File: src/rtl/alu4_ctrl_if.sv
// Command, result and ALU-bus signals of the 4-bit ALU sequencer.
// master: the sequencer; slave: the host/ALU side.
interface alu4_ctrl_if;
    logic       cmd_valid;
    logic       cmd_ready;
    logic [2:0] cmd_op;
    logic [3:0] cmd_data;
    logic [1:0] cmd_cnt;
    logic [2:0] S;
    logic [3:0] A;
    logic [3:0] B;
    logic [4:0] Alu;
    logic       res_valid;
    logic       res_ready;
    logic [4:0] res_data;

    modport master (
        input  cmd_valid, cmd_op, cmd_data, cmd_cnt,
        input  Alu, res_ready,
        output cmd_ready, S, A, B, res_valid, res_data
    );

    modport slave (
        output cmd_valid, cmd_op, cmd_data, cmd_cnt,
        output Alu, res_ready,
        input  cmd_ready, S, A, B, res_valid, res_data
    );
endinterface

File: src/rtl/alu4_ctrl.sv
// Sequencer driving a 4-bit ALU from an accumulator, 1-4 passes per command.
// Optional ALU4_CTRL_SAT_EN: saturate add/sub captures instead of wrapping.
module alu4_ctrl (
    input  logic        clk,
    input  logic        rst_n,
    alu4_ctrl_if.master bus
);
    localparam logic [1:0] IDLE = 2'd0;
    localparam logic [1:0] EXEC = 2'd1;
    localparam logic [1:0] DONE = 2'd2;

    logic [1:0] state_q, state_d;
    logic [3:0] acc_q, acc_d;
    logic       flag_q, flag_d;
    logic [2:0] op_q, op_d;
    logic [3:0] opnd_q, opnd_d;
    logic [1:0] cnt_q, cnt_d;
    logic [3:0] cap;
    logic       exec;

    assign exec = (state_q == EXEC);

    assign bus.cmd_ready = (state_q == IDLE);
    assign bus.res_valid = (state_q == DONE);
    assign bus.res_data  = (state_q == DONE) ? {flag_q, acc_q} : 5'h00;
    assign bus.S         = exec ? op_q   : 3'd0;
    assign bus.A         = exec ? acc_q  : 4'd0;
    assign bus.B         = exec ? opnd_q : 4'd0;

    always_comb begin
        cap = bus.Alu[3:0];
`ifdef ALU4_CTRL_SAT_EN
        if (bus.Alu[4]) begin
            if (op_q == 3'd0)
                cap = 4'hF;
            else if (op_q == 3'd1)
                cap = 4'h0;
        end
`endif
    end

    always_comb begin
        state_d = state_q;
        acc_d   = acc_q;
        flag_d  = flag_q;
        op_d    = op_q;
        opnd_d  = opnd_q;
        cnt_d   = cnt_q;
        case (state_q)
            IDLE: begin
                if (bus.cmd_valid) begin
                    op_d    = bus.cmd_op;
                    opnd_d  = bus.cmd_data;
                    cnt_d   = bus.cmd_cnt;
                    flag_d  = 1'b0;
                    state_d = EXEC;
                end
            end
            EXEC: begin
                acc_d  = cap;
                flag_d = flag_q | bus.Alu[4];
                cnt_d  = cnt_q - 2'd1;
                if (cnt_q == 2'd0)
                    state_d = DONE;
            end
            DONE: begin
                if (bus.res_ready)
                    state_d = IDLE;
            end
            default: state_d = IDLE;
        endcase
    end

    always_ff @(posedge clk or negedge rst_n) begin
        if (!rst_n) begin
            state_q <= IDLE;
            acc_q   <= 4'd0;
            flag_q  <= 1'b0;
            op_q    <= 3'd0;
            opnd_q  <= 4'd0;
            cnt_q   <= 2'd0;
        end else begin
            state_q <= state_d;
            acc_q   <= acc_d;
            flag_q  <= flag_d;
            op_q    <= op_d;
            opnd_q  <= opnd_d;
            cnt_q   <= cnt_d;
        end
    end
endmodule
File: src/flat_wrapper.sv
// flat-port wrapper written by rule: the top's interface ports become plain ports
module alu4_ctrl_flat 
  (clk, rst_n, bus_cmd_valid, bus_cmd_op, bus_cmd_data, bus_cmd_cnt, bus_Alu, bus_res_ready, bus_cmd_ready, bus_S, bus_A, bus_B, bus_res_valid, bus_res_data);
  alu4_ctrl_if bus_i ();
  input  logic clk;
  input  logic rst_n;
  input wire logic [$bits(bus_i.cmd_valid)-1:0] bus_cmd_valid;
  input wire logic [$bits(bus_i.cmd_op)-1:0] bus_cmd_op;
  input wire logic [$bits(bus_i.cmd_data)-1:0] bus_cmd_data;
  input wire logic [$bits(bus_i.cmd_cnt)-1:0] bus_cmd_cnt;
  input wire logic [$bits(bus_i.Alu)-1:0] bus_Alu;
  input wire logic [$bits(bus_i.res_ready)-1:0] bus_res_ready;
  output wire logic [$bits(bus_i.cmd_ready)-1:0] bus_cmd_ready;
  output wire logic [$bits(bus_i.S)-1:0] bus_S;
  output wire logic [$bits(bus_i.A)-1:0] bus_A;
  output wire logic [$bits(bus_i.B)-1:0] bus_B;
  output wire logic [$bits(bus_i.res_valid)-1:0] bus_res_valid;
  output wire logic [$bits(bus_i.res_data)-1:0] bus_res_data;
  assign bus_i.cmd_valid = bus_cmd_valid;
  assign bus_i.cmd_op = bus_cmd_op;
  assign bus_i.cmd_data = bus_cmd_data;
  assign bus_i.cmd_cnt = bus_cmd_cnt;
  assign bus_i.Alu = bus_Alu;
  assign bus_i.res_ready = bus_res_ready;
  assign bus_cmd_ready = bus_i.cmd_ready;
  assign bus_S = bus_i.S;
  assign bus_A = bus_i.A;
  assign bus_B = bus_i.B;
  assign bus_res_valid = bus_i.res_valid;
  assign bus_res_data = bus_i.res_data;
  alu4_ctrl u_core (.clk(clk), .rst_n(rst_n), .bus(bus_i));
endmodule
File: config.mk
export PLATFORM = sky130hd
export DESIGN_NAME = alu4_ctrl_flat
export DESIGN_NICKNAME = d
export VERILOG_FILES = /design/src/rtl/alu4_ctrl_if.sv /design/src/rtl/alu4_ctrl.sv /design/src/flat_wrapper.sv
export SDC_FILE = /design/constraint.sdc
export NUM_CORES = 1
export LEC_CHECK = 0
export CAP_MARGIN = 20
export CELL_PAD_IN_SITES_DETAIL_PLACEMENT = 0
export CELL_PAD_IN_SITES_GLOBAL_PLACEMENT = 2
export CORE_MARGIN = 2
export CORE_UTILIZATION = 27
export CTS_BUF_LIST = sky130_fd_sc_hd__clkbuf_8
export DETAILED_ROUTE_END_ITERATION = 12
export GPL_ROUTABILITY_DRIVEN = 0
export PLACE_DENSITY = 0.88
export SLEW_MARGIN = 5
export SYNTH_ARGS = -nofsm -noshare
export SYNTH_HDL_FRONTEND = slang
export SYNTH_SLANG_ARGS = --single-unit
File: constraint.sdc
create_clock -name clk -period 1.7 [get_ports clk]
set_input_delay 0.425 -clock clk [delete_from_list [all_inputs] [get_ports clk]]
set_output_delay 0.425 -clock clk [all_outputs]
set_load 0.005 [all_outputs]
==> results.md, run 1 <==
* Hold/Removal Path Class: in -> async
* Nets@finish at 138
* Die outline area at 3640 um2
* Crit end category: output pin
* Critical Path RT at 1270 ps
* Synth warnings at 0
* Post-Syn Area at 857 um2
* Drt first-iter violations at 5
* Area delta synth->final at 63.8%
* Remaining Overflow, GRT at 0
* Least-Margin Pin Slew at 241 ps
* Post-synthesis mux area share at 0.193
* Clk_skew at 3.52 ps
* Critical Path AT at 1340 ps
* Clock power share at 0.100
* Placed inst area at 1280 um2
* Failing checks: setup timing
* First-pass GRT wire length at 3060 um
* Synth Area in Simple Gates at 0.213
* Via count at 677
* Worst R2R Start: u_core.state_q[1]
* H-tree levels at 1
* Final Instance Area at 1400 um2
* Post-Synth Adder-Cell Area at 0.0146
* CTS max path bufs at 2
* Final Critical Period at 1760 ps
* Post-Synth XOR/XNOR Area at 0
* Sequential share of power at 0.265
* Library cells used by synthesis at 18
* Pre-CTS setup slack at -125 ps
* # rows at 20
* # IOs at 36
* Setup_tns at -450 ps
* FF+latch area at 400 um2
* CTS Root Cell: clkbuf_8
* Detailed Place HPWL at 1370 um
* Avg WL per Cell at 11.6 um
* Setup-failing EPs final at 9
* Clock net sink count at 16
* GRT Total Usage at 0.116
* Peak supply drop at 632 uV
* Final Hold Viols at 0
* Routed Antenna Nets at 0
* Slew margin rel. at 0.839
* Synth Register Bits at 16
* Overall Power at 2.69 mW
* Core box area at 3030 um2
* PD cells at 1920 nW/um2
* Crit Path Class: reg -> out
* Critical Path Fanout Max at 5
* Commonest non-fill, non-tap cell in the layout: clkdlybuf4s50_1
* Multi-input gate area at 442 um2
* Final setup margin at -63.7 ps
* Psw at 0.815 mW
* DR pass1 iterations at 2
* Worst-Skew Late Latency at 240 ps
* Switch share at 0.302
* Max Transition Viols Final at 0
* Filler cells at 292
* Initial antenna violation count at 0
* Die height at 60.3 um
* Leak Pwr at 0.678 nW
* Clk slew on worst S/H paths at 60 ps
* Share of layout cells above drive strength 1 at 0.496
* Worst hold slack at 495 ps
* Placed cells at 151
* Number of global-route vias before repair at 721
* Mapped Cells at 68
* Fin crit share at 1.04
* CTS tree: built
* RSZ-0062 raised after global routing: true
* # port buffers at 35
* Initial core utilization at 0.283
* Max_cap viols at 0
* Compound-Gate Fraction of Synth Area at 0.0599
* Cts bufs inserted at 3
* Drt via density at 4.20
* Mapped Nets at 87
* Chip Width at 60.3 um
* Core Util, Final at 0.464
* Main combinational cell family by area after synthesis: simple AND/OR/NAND/NOR gates
* Total internal power at 1.88 mW
* Syn Area/Cell at 12.6 um2
* # diodes at 0
* Cells on worst reg2reg path at 5
* Sequential-to-total area share from yosys stat at 0.467
* Most frequent cells in the layout: 17 x clkdlybuf4s50_1, 16 x dfrtp_1, 14 x buf_6, 11 x mux2_4
* Combinational Power Share at 0.635
* Register-to-register setup slack at 250 ps
* Status: finished with violations
* Reg-to-Reg End: u_core.op_q[1]
* Largest net degree at the start of global routing at 17
* Non-filler cells, final at 161
* Startpoint types: register
* Max Clk Rate at 567 MHz
* Total wire length at 1870 um
* Residual DRC at 0
cell families (layout without fill, tap and decap cells):
kind of cell / count (synthesis) / after routing
and+or+nand+nor: 27 / 27
DFF: 16 / 16
muxes: 11 / 11
AOI/OAI and AO/OA: 7 / 7
buffers and inverters: 6 / 55
adders and majority gates: 1 / 1
what timing repair did:
item | 4_1_cts | 5_1_grt
endpoints found under the setup margin | 18 | 17
gates cloned | 0 | 0
hold buffers | 0 | 0
pin swaps | 1 | 7
setup buffers | 7 | 1
resized for setup | 61 | 26
synth_stat cells:
library cell	n	area (um2)
and2_1	16	100
dfrtp_1	16	400
mux2_4	11	165
nor2_1	4	15.0
buf_6	3	33.8
inv_1	3	11.3
a21oi_1	2	10.0
nand2_1	2	7.51
o32ai_1	2	17.5
a211oi_1	1	7.51
a221oi_1	1	8.76
and3_1	1	6.26
ha_1	1	12.5
nand2b_4	1	13.8
nor2_8	1	20.0
nor2b_4	1	13.8
o31ai_1	1	7.51
or2_2	1	6.26
critical path, cell delays in order (launching register included):
cell     delay (ps)
dfrtp_1         400
buf_6           130
nor2b_4         130
buf_6           120
buf_6           100
and2_4          130
buf_6            80
worst max path at each step:
| stage | startpoint | end | slack, ps | cells after the start |
|---|---|---|---|---|
| 6_report | u_core.state_q[1] | bus_S[2] | -60 | 6 |
| 5_1_grt | u_core.state_q[1] | bus_B[0] | -120 | 6 |
| 4_1_cts | u_core.state_q[1] | bus_A[3] | -130 | 6 |
| 3_5_place_dp | u_core.state_q[1] | bus_res_data[2] | -130 | 4 |
| 3_3_place_gp | u_core.state_q[1] | bus_B[0] | -80 | 3 |
| 2_1_floorplan | u_core.state_q[0] | bus_A[0] | 260 | 5 |
power by group through the flow:
stage	combinational (mW)	sequential, mW	clock (mW)
floorplan	0.843	0.673	0
global placement	1.37	0.702	0
detailed placement	1.40	0.706	0
CTS	1.58	0.709	0.285
global route	1.85	0.743	0.313
finish	1.71	0.713	0.271
routing by layer:
metal,up-vias,track usage,part of all wire
li1,328,-,-
met1,323,0.129,0.42
met2,24,0.196,0.50
met3,2,0.0299,0.059
met4,0,0.0730,0.014
met5,-,0,0
flip-flops by register name, summed over array words and instances, names as in the netlist:
register and flops:
u_core.state_q 2, u_core.flag_q 1, u_core.op_q 3, u_core.cnt_q 2
u_core.acc_q 4, u_core.opnd_q 4
cell type report:
type / instances / share of cell area
Timing Repair Buffer: 49 / 0.322
Multi-Input combinational cell: 46 / 0.315
Sequential cell: 16 / 0.285
Tap cell: 44 / 0.0392
Clock buffer: 3 / 0.0294
Inverter: 3 / 0.00980
No activity file was read; power rests on OpenSTA's default activity.
==> run 2, diff against run 1 <==
- SLEW_MARGIN: 5 -> default
==> results of run 2 <==
Same layout as run 1: the final DEF is identical, and so are final timing and power.
